File: config.mk
export PLATFORM = sky130hd
export DESIGN_NAME = conv_tile_scheduler
export DESIGN_NICKNAME = d
export VERILOG_FILES = /design/src/rtl/conv_pkg.sv /design/src/rtl/conv_result_buf.sv /design/src/rtl/conv_tile_scheduler.sv
export SDC_FILE = /design/constraint.sdc
export NUM_CORES = 2
export LEC_CHECK = 0
export ABC_CLOCK_PERIOD_IN_PS = 34300
export BUFFER_PORTS_ARGS = -buffer_cell sky130_fd_sc_hd__buf_2
export CORE_MARGIN = 2
export CORE_UTILIZATION = 45
export CTS_CLUSTER_DIAMETER = 50
export CTS_CLUSTER_SIZE = 25
export DETAILED_ROUTE_END_ITERATION = 10
export PLACE_DENSITY = 0.74
export SLEW_MARGIN = 20
export SYNTH_ARGS = -nofsm -noshare
export SYNTH_HDL_FRONTEND = slang
export SYNTH_SLANG_ARGS = --single-unit
File: constraint.sdc
create_clock -name clk -period 34.3 [get_ports clk]
set_input_delay 1.715 -clock clk [delete_from_list [all_inputs] [get_ports clk]]
set_output_delay 1.715 -clock clk [all_outputs]
set_load 0.05 [all_outputs]
File: src/rtl/conv_pkg.sv
// Shared constants, FSM state type and address helpers for the convolution tile scheduler.
package conv_pkg;
  localparam int IMG_DIM       = 8;
  localparam int KER_DIM       = 3;
  localparam int WIN_DIM       = 4;
  localparam int OUT_DIM       = 6;
  localparam int TILES         = 9;
  localparam int STRIDE        = 2;
  localparam int TILES_PER_ROW = (IMG_DIM - WIN_DIM) / STRIDE + 1;
  localparam int RES_TILE      = WIN_DIM - KER_DIM + 1;
  localparam int RES_BYTES     = OUT_DIM * OUT_DIM;

  typedef enum logic [2:0] {IDLE, LOAD, RUN, GAP, DONE} state_e;

  function automatic int tile_row(input logic [3:0] t);
    return int'(t) / TILES_PER_ROW;
  endfunction

  function automatic int tile_col(input logic [3:0] t);
    return int'(t) % TILES_PER_ROW;
  endfunction

  function automatic logic [5:0] img_addr(input int row, input int col);
    int a;
    a = row * IMG_DIM + col;
    return a[5:0];
  endfunction

  function automatic logic [5:0] res_addr(input int row, input int col);
    int a;
    a = row * OUT_DIM + col;
    return a[5:0];
  endfunction
endpackage

File: src/rtl/conv_result_buf.sv
// 6x6 result store: one 2x2 block written per capture at (wr_row, wr_col), combinational read.
module conv_result_buf import conv_pkg::*; #(
  parameter int DW = 8
) (
  input  logic            clk,
  input  logic            rst,
  input  logic            wr_en,
  input  logic [2:0]      wr_row,
  input  logic [2:0]      wr_col,
  input  logic [4*DW-1:0] wr_data,
  input  logic [5:0]      rd_addr,
  output logic [DW-1:0]   rd_data
);
  logic [DW-1:0] mem_q [RES_BYTES];
  logic [DW-1:0] mem_d [RES_BYTES];

  always_comb begin
    // NOTE: every always_comb output gets a default first, so no path can infer a latch.
    mem_d = mem_q;
    if (wr_en) begin
      for (int i = 0; i < RES_TILE; i++)
        for (int j = 0; j < RES_TILE; j++)
          mem_d[res_addr(int'(wr_row) + i, int'(wr_col) + j)] = wr_data[(i*RES_TILE + j)*DW +: DW];
    end
  end

  // NOTE: storage is reset too, because the host may read results before any job has run.
  always_ff @(posedge clk or posedge rst) begin
    if (rst) mem_q <= '{default: '0};
    // NOTE: non-blocking assignment so every flop samples pre-edge values.
    else     mem_q <= mem_d;
  end

  assign rd_data = (int'(rd_addr) < RES_BYTES) ? mem_q[rd_addr] : '0;
endmodule

File: src/rtl/conv_tile_scheduler.sv
// Steps nine stride-2 4x4 tiles of an 8x8 image through an external 3x3 single_process_array.
// Define SCHED_TIMEOUT_EN to abort a tile whose done_single does not arrive within TIMEOUT RUN cycles.
module conv_tile_scheduler import conv_pkg::*; #(
  parameter int DW      = 8,
  parameter int TIMEOUT = 255
) (
  input  logic          clk,
  input  logic          rst,
  input  logic          wr_en,
  input  logic          wr_sel,
  input  logic [5:0]    wr_addr,
  input  logic [DW-1:0] wr_data,
  input  logic          start,
  output logic          busy,
  output logic          done,
  output logic          err,
  input  logic [5:0]    rd_addr,
  output logic [DW-1:0] rd_data,
  output logic          active_single,
  output logic [DW-1:0] a11, a12, a13, a14, a21, a22, a23, a24,
  output logic [DW-1:0] a31, a32, a33, a34, a41, a42, a43, a44,
  output logic [DW-1:0] b11, b12, b13, b21, b22, b23, b31, b32, b33,
  input  logic          done_single,
  input  logic [DW-1:0] c11, c12, c21, c22
);
  logic [DW-1:0] img_q  [IMG_DIM*IMG_DIM];
  logic [DW-1:0] img_d  [IMG_DIM*IMG_DIM];
  logic [DW-1:0] ker_q  [KER_DIM*KER_DIM];
  logic [DW-1:0] ker_d  [KER_DIM*KER_DIM];
  logic [DW-1:0] win_q  [WIN_DIM*WIN_DIM];
  logic [DW-1:0] win_d  [WIN_DIM*WIN_DIM];
  logic [DW-1:0] kout_q [KER_DIM*KER_DIM];
  logic [DW-1:0] kout_d [KER_DIM*KER_DIM];
  state_e        state_q, state_d;
  logic [3:0]    tile_q, tile_d;
  logic          busy_q, busy_d, done_q, done_d, active_q, active_d;
  logic          cap_en;
  logic [2:0]    cap_row, cap_col;
`ifdef SCHED_TIMEOUT_EN
  localparam int CW = $clog2(TIMEOUT + 1);
  logic [CW-1:0] run_cnt_q, run_cnt_d;
  logic          err_q, err_d;
`else
  localparam int unused_timeout = TIMEOUT;
`endif

  always_comb begin
    state_d  = state_q;
    tile_d   = tile_q;
    busy_d   = busy_q;
    done_d   = 1'b0;
    active_d = active_q;
    img_d    = img_q;
    ker_d    = ker_q;
    win_d    = win_q;
    kout_d   = kout_q;
    cap_en   = 1'b0;
`ifdef SCHED_TIMEOUT_EN
    run_cnt_d = run_cnt_q;
    err_d     = err_q;
`endif
    // Host writes share the IDLE edge with start, so LOAD already sees them.
    if (wr_en && !busy_q) begin
      if (!wr_sel)                                img_d[wr_addr]      = wr_data;
      else if (int'(wr_addr) < KER_DIM * KER_DIM) ker_d[wr_addr[3:0]] = wr_data;
    end
    case (state_q)
      IDLE: begin
        if (start) begin
          state_d = LOAD;
          busy_d  = 1'b1;
`ifdef SCHED_TIMEOUT_EN
          err_d   = 1'b0;
`endif
        end
      end
      LOAD: begin
        for (int i = 0; i < WIN_DIM; i++)
          for (int j = 0; j < WIN_DIM; j++)
            win_d[i*WIN_DIM + j] =
              img_q[img_addr(STRIDE*tile_row(tile_q) + i, STRIDE*tile_col(tile_q) + j)];
        kout_d   = ker_q;
        active_d = 1'b1;
        state_d  = RUN;
`ifdef SCHED_TIMEOUT_EN
        run_cnt_d = '0;
`endif
      end
      RUN: begin
        if (done_single) begin
          cap_en   = 1'b1;
          active_d = 1'b0;
          state_d  = GAP;
        end
`ifdef SCHED_TIMEOUT_EN
        else if (run_cnt_q == CW'(TIMEOUT - 1)) begin
          err_d    = 1'b1;
          active_d = 1'b0;
          busy_d   = 1'b0;
          tile_d   = '0;
          state_d  = IDLE;
        end else begin
          run_cnt_d = run_cnt_q + 1'b1;
        end
`endif
      end
      GAP: begin
        if (tile_q == 4'(TILES - 1)) begin
          state_d = DONE;
          done_d  = 1'b1;
        end else begin
          tile_d  = tile_q + 1'b1;
          state_d = LOAD;
        end
      end
      DONE: begin
        state_d = IDLE;
        busy_d  = 1'b0;
        tile_d  = '0;
      end
      default: state_d = IDLE;
    endcase
  end

  always_ff @(posedge clk or posedge rst) begin
    if (rst) begin
      state_q  <= IDLE;
      tile_q   <= '0;
      busy_q   <= 1'b0;
      done_q   <= 1'b0;
      active_q <= 1'b0;
      img_q    <= '{default: '0};
      ker_q    <= '{default: '0};
      win_q    <= '{default: '0};
      kout_q   <= '{default: '0};
`ifdef SCHED_TIMEOUT_EN
      run_cnt_q <= '0;
      err_q     <= 1'b0;
`endif
    end else begin
      state_q  <= state_d;
      tile_q   <= tile_d;
      busy_q   <= busy_d;
      done_q   <= done_d;
      active_q <= active_d;
      img_q    <= img_d;
      ker_q    <= ker_d;
      win_q    <= win_d;
      kout_q   <= kout_d;
`ifdef SCHED_TIMEOUT_EN
      run_cnt_q <= run_cnt_d;
      err_q     <= err_d;
`endif
    end
  end

  assign cap_row = 3'(STRIDE * tile_row(tile_q));
  assign cap_col = 3'(STRIDE * tile_col(tile_q));

  conv_result_buf #(.DW(DW)) u_result_buf (
    .clk     (clk),
    .rst     (rst),
    .wr_en   (cap_en),
    .wr_row  (cap_row),
    .wr_col  (cap_col),
    .wr_data ({c22, c21, c12, c11}),
    .rd_addr (rd_addr),
    .rd_data (rd_data)
  );

  assign busy          = busy_q;
  assign done          = done_q;
  assign active_single = active_q;
`ifdef SCHED_TIMEOUT_EN
  assign err = err_q;
`else
  assign err = 1'b0;
`endif

  assign {a11, a12, a13, a14} = {win_q[0],  win_q[1],  win_q[2],  win_q[3]};
  assign {a21, a22, a23, a24} = {win_q[4],  win_q[5],  win_q[6],  win_q[7]};
  assign {a31, a32, a33, a34} = {win_q[8],  win_q[9],  win_q[10], win_q[11]};
  assign {a41, a42, a43, a44} = {win_q[12], win_q[13], win_q[14], win_q[15]};
  assign {b11, b12, b13}      = {kout_q[0], kout_q[1], kout_q[2]};
  assign {b21, b22, b23}      = {kout_q[3], kout_q[4], kout_q[5]};
  assign {b31, b32, b33}      = {kout_q[6], kout_q[7], kout_q[8]};
endmodule
==> results_dict.tcl <==
set metrics [dict create \
    crit_path_cell_trace "inv_1 > nor2_1 > ha_1 > nand2b_1 > nand3_1 > buf_4 > and3_4 > clkinv_2 > ha_4 > o31ai_2 > o22ai_4 > inv_4 > buf_4 > nor2_1 > a21oi_1 > ha_4 > xnor2_2 > buf_4 > fa_2 > buf_4 > nor2_2 > a22oi_1 > a21oi_1 > a221o_1" \
    synth.distinct_cells 94 \
    cts_inserted_buffers 119 \
    finalSetupViolCount 0 \
    cts_sinks 1082 \
    multi_input_area_mm2 0.0327 \
    synth_fp_nets 5697 \
    start_kind "flip-flop" \
    wl_per_cell_um 33.3 \
    rows 136 \
    maxCapViolations 0 \
    cp.required_ps 34990 \
    first_pass_iters 8 \
    min_period_ps 8800 \
    reg_top3 "img_q (512), u_result_buf.mem_q (288), ker_q (72)" \
    syn_area_per_cell_um2 11.0 \
    drc 0 \
    cts_tree "yes" \
    core_area_mm2 0.137 \
    path_max_fanout 47 \
    die_height_um 375 \
    seq_area_frac_synth_pct 43.7 \
    synthDominantAreaCellType "dfrtp_1" \
    finalCritPeriodShare_pct 25.7 \
    fillers 11900 \
    dpl.hpwl_um 170000 \
    dr_total_vias 52400 \
    root_buffer "clkbuf_16" \
    hold_depth 2 \
    antenna_found_initial 21 \
    yosys_warnings 0 \
    grt_max_degree 192 \
    viasPerCell 6.99 \
    grt_pass1_wl_um 361000 \
    cts_setup_buffers 0 \
    cpMostUsedCell "buf_4" \
    max_freq_mhz 114 \
    hold_end "b33[2]$_DFFE_PP0P_" \
    place_congestion 1.04 \
    yosys_most_used_dff "dfrtp_1" \
    tns_ps 0 \
    ant_nets 0 \
    io_buffer_count 268 \
    insertion_delay_ps 800 \
    reg2reg_from "tile_q[2]$_DFFE_PP0P_" \
    critPathSlowestCell "nor2_2" \
    outcome "finished, final reports clean" \
    r2r_setup_slack_ps 25500 \
    synth_seq_cells 1082 \
    hp-start "ker_q[2]$_DFFE_PP0P_" \
    path_class "reg2reg" \
    postCtsHoldBufs 0 \
    dieArea_mm2 0.141 \
    slew_violations 0 \
    largest_register_ffs 512 \
    worstMarginPinSlew_ps 1290 \
    synth_top_area_share_pct 43.7 \
    wirelength_um 250000 \
    maxSlewHeadroom_pct 13.1 \
    clk_pin_slew_ps 70 \
    nets 5665 \
    synth_area_leaders "dfrtp_1, mux2_2, mux4_2, mux2i_1, nand2_1" \
    synth_area_mm2 0.0619 \
    track_usage_pct 34.9 \
    r2r-end "a23[1]$_DFFE_PP0P_" \
    cts_buffer_depth 3 \
    reg2regPathDepth 24 \
    area_growth_pct 11.3 \
    end_kind "flip-flop" \
    synthCells 5619 \
    hold_viol_final 0 \
    rsz0062_at_grt "no" \
    io_pins 270 \
    final-seq-area_mm2 0.0271 \
    overflow 0 \
    finalClockSkew_ps 69.5 \
    regMostFlops "img_q" \
    async_reset_ff_share_pct 100 \
    start_util_pct 45.2 \
    cts-resized-gates 0 \
    cp_data_arrival_time_ps 9490 \
    min_path_type "reg2reg" \
    synth-edff-count 0 \
    drive_above_1_share_pct 28.6 \
    drt_iter0_drc 8144 \
    grt_pass1_vias 49600 \
    h-tree-depth 3 \
    die_x_um 375 \
    slowest_delay_ps 910 \
]
[cells by family (layout without fill, tap and decap cells)]
family,count (synthesis),in the layout,synth area share [%]
AOI/OAI and AO/OA,1413,1413,16.2
muxes,1312,1312,27.1
and+or+nand+nor,1177,1177,8.22
DFF,1082,1082,43.7
buffers and inverters,591,664,3.83
xor gates and xnor gates,23,23,0.463
adders and majority gates,20,20,0.441
other,1,11,0.00606
[layer usage]
metal  global-route usage [%]  share of wire [%]  vias up
li1                         -                  -    21300
met1                     46.8                 38    26600
met2                     49.7                 42     3860
met3                     11.6                 13      683
met4                     18.9                6.5       22
met5                        0              0.064        -
[placed cells by master (no fill, tap or decap), drive strengths merged, types with 41 or more instances in the layout]
master,instances
mux4,224
mux2,680
dfrtp,1082
clkinv,42
nor2,363
nor3,78
o21ai,152
o22ai,291
o221ai,41
nand2,558
clkbuf,132
buf,383
o2bb2ai,162
o211ai,58
a22oi,209
inv,91
a21oi,209
mux2i,408
a211oi,60
[critical path, delay by kind of cell, from the launching register on]
family                   cells  cell delay, ps
AO/OA/AOI/OAI                6            1620
XOR/XNOR                     1             100
adder cells (fa/ha/maj)      4            1630
buffers and inverters        7            2610
flip-flops                   1             610
AND/OR/NAND/NOR              6            2050
[worst max-delay path by stage]
stage	from	slack [ps]	cells past startpoint	to
floorplan	rst	2120	1	a11[0]$_DFFE_PP0P_
global placement	tile_q[2]$_DFFE_PP0P_	25900	25	a43[7]$_DFFE_PP0P_
detailed placement	tile_q[2]$_DFFE_PP0P_	25840	24	a44[7]$_DFFE_PP0P_
CTS	tile_q[2]$_DFFE_PP0P_	25800	24	a23[1]$_DFFE_PP0P_
global route	tile_q[3]$_DFFE_PP0P_	25220	23	a44[7]$_DFFE_PP0P_
finish	tile_q[2]$_DFFE_PP0P_	25500	24	a23[1]$_DFFE_PP0P_
[layout make-up]
class                   instances  area share [%]
well taps                    1794            3.26
diodes                         10          0.0363
clock buffers                 132            4.53
clock inverters                94            1.73
multi-input cells            3946            47.5
flip-flops and latches       1082            39.3
inverters                      55           0.320
repair buffers                383            3.29
[through the flow]
step	setup slack (ps)	instance area [um^2]	cells	hold slack (ps)	util, %
final	25500	68900	7496	405	50.3
after CTS	25800	68800	7485	405	50.2
after global placement	25900	64400	7258	441	47.0
after floorplan	2120	61900	5619	433	-
after detailed placement	25840	64500	7259	448	47.1
after global routing	25220	68800	7486	455	50.3
[cells in the mapped netlist, types with 23 or more instances]
cell type  instances
mux4_2           224
dfrtp_1         1082
inv_1             50
o211ai_1          57
o22ai_1          290
a211oi_1          58
o221ai_1          40
nor2_1           352
mux2_2           680
nand2_1          557
a221o_1           31
a21oi_1          200
a22oi_1          207
mux2i_1          408
buf_2             81
o21ai_0          107
nor2b_1           27
a31oi_1           32
and2_1            23
nand3_1           30
o2bb2ai_1        162
nor3_1            78
clkbuf_1         382
buf_1             60
o21ai_1           41
a22o_1            39
Power is not shown: default switching activity piles up to over one toggle a cycle in this logic, so the estimate is an artifact.
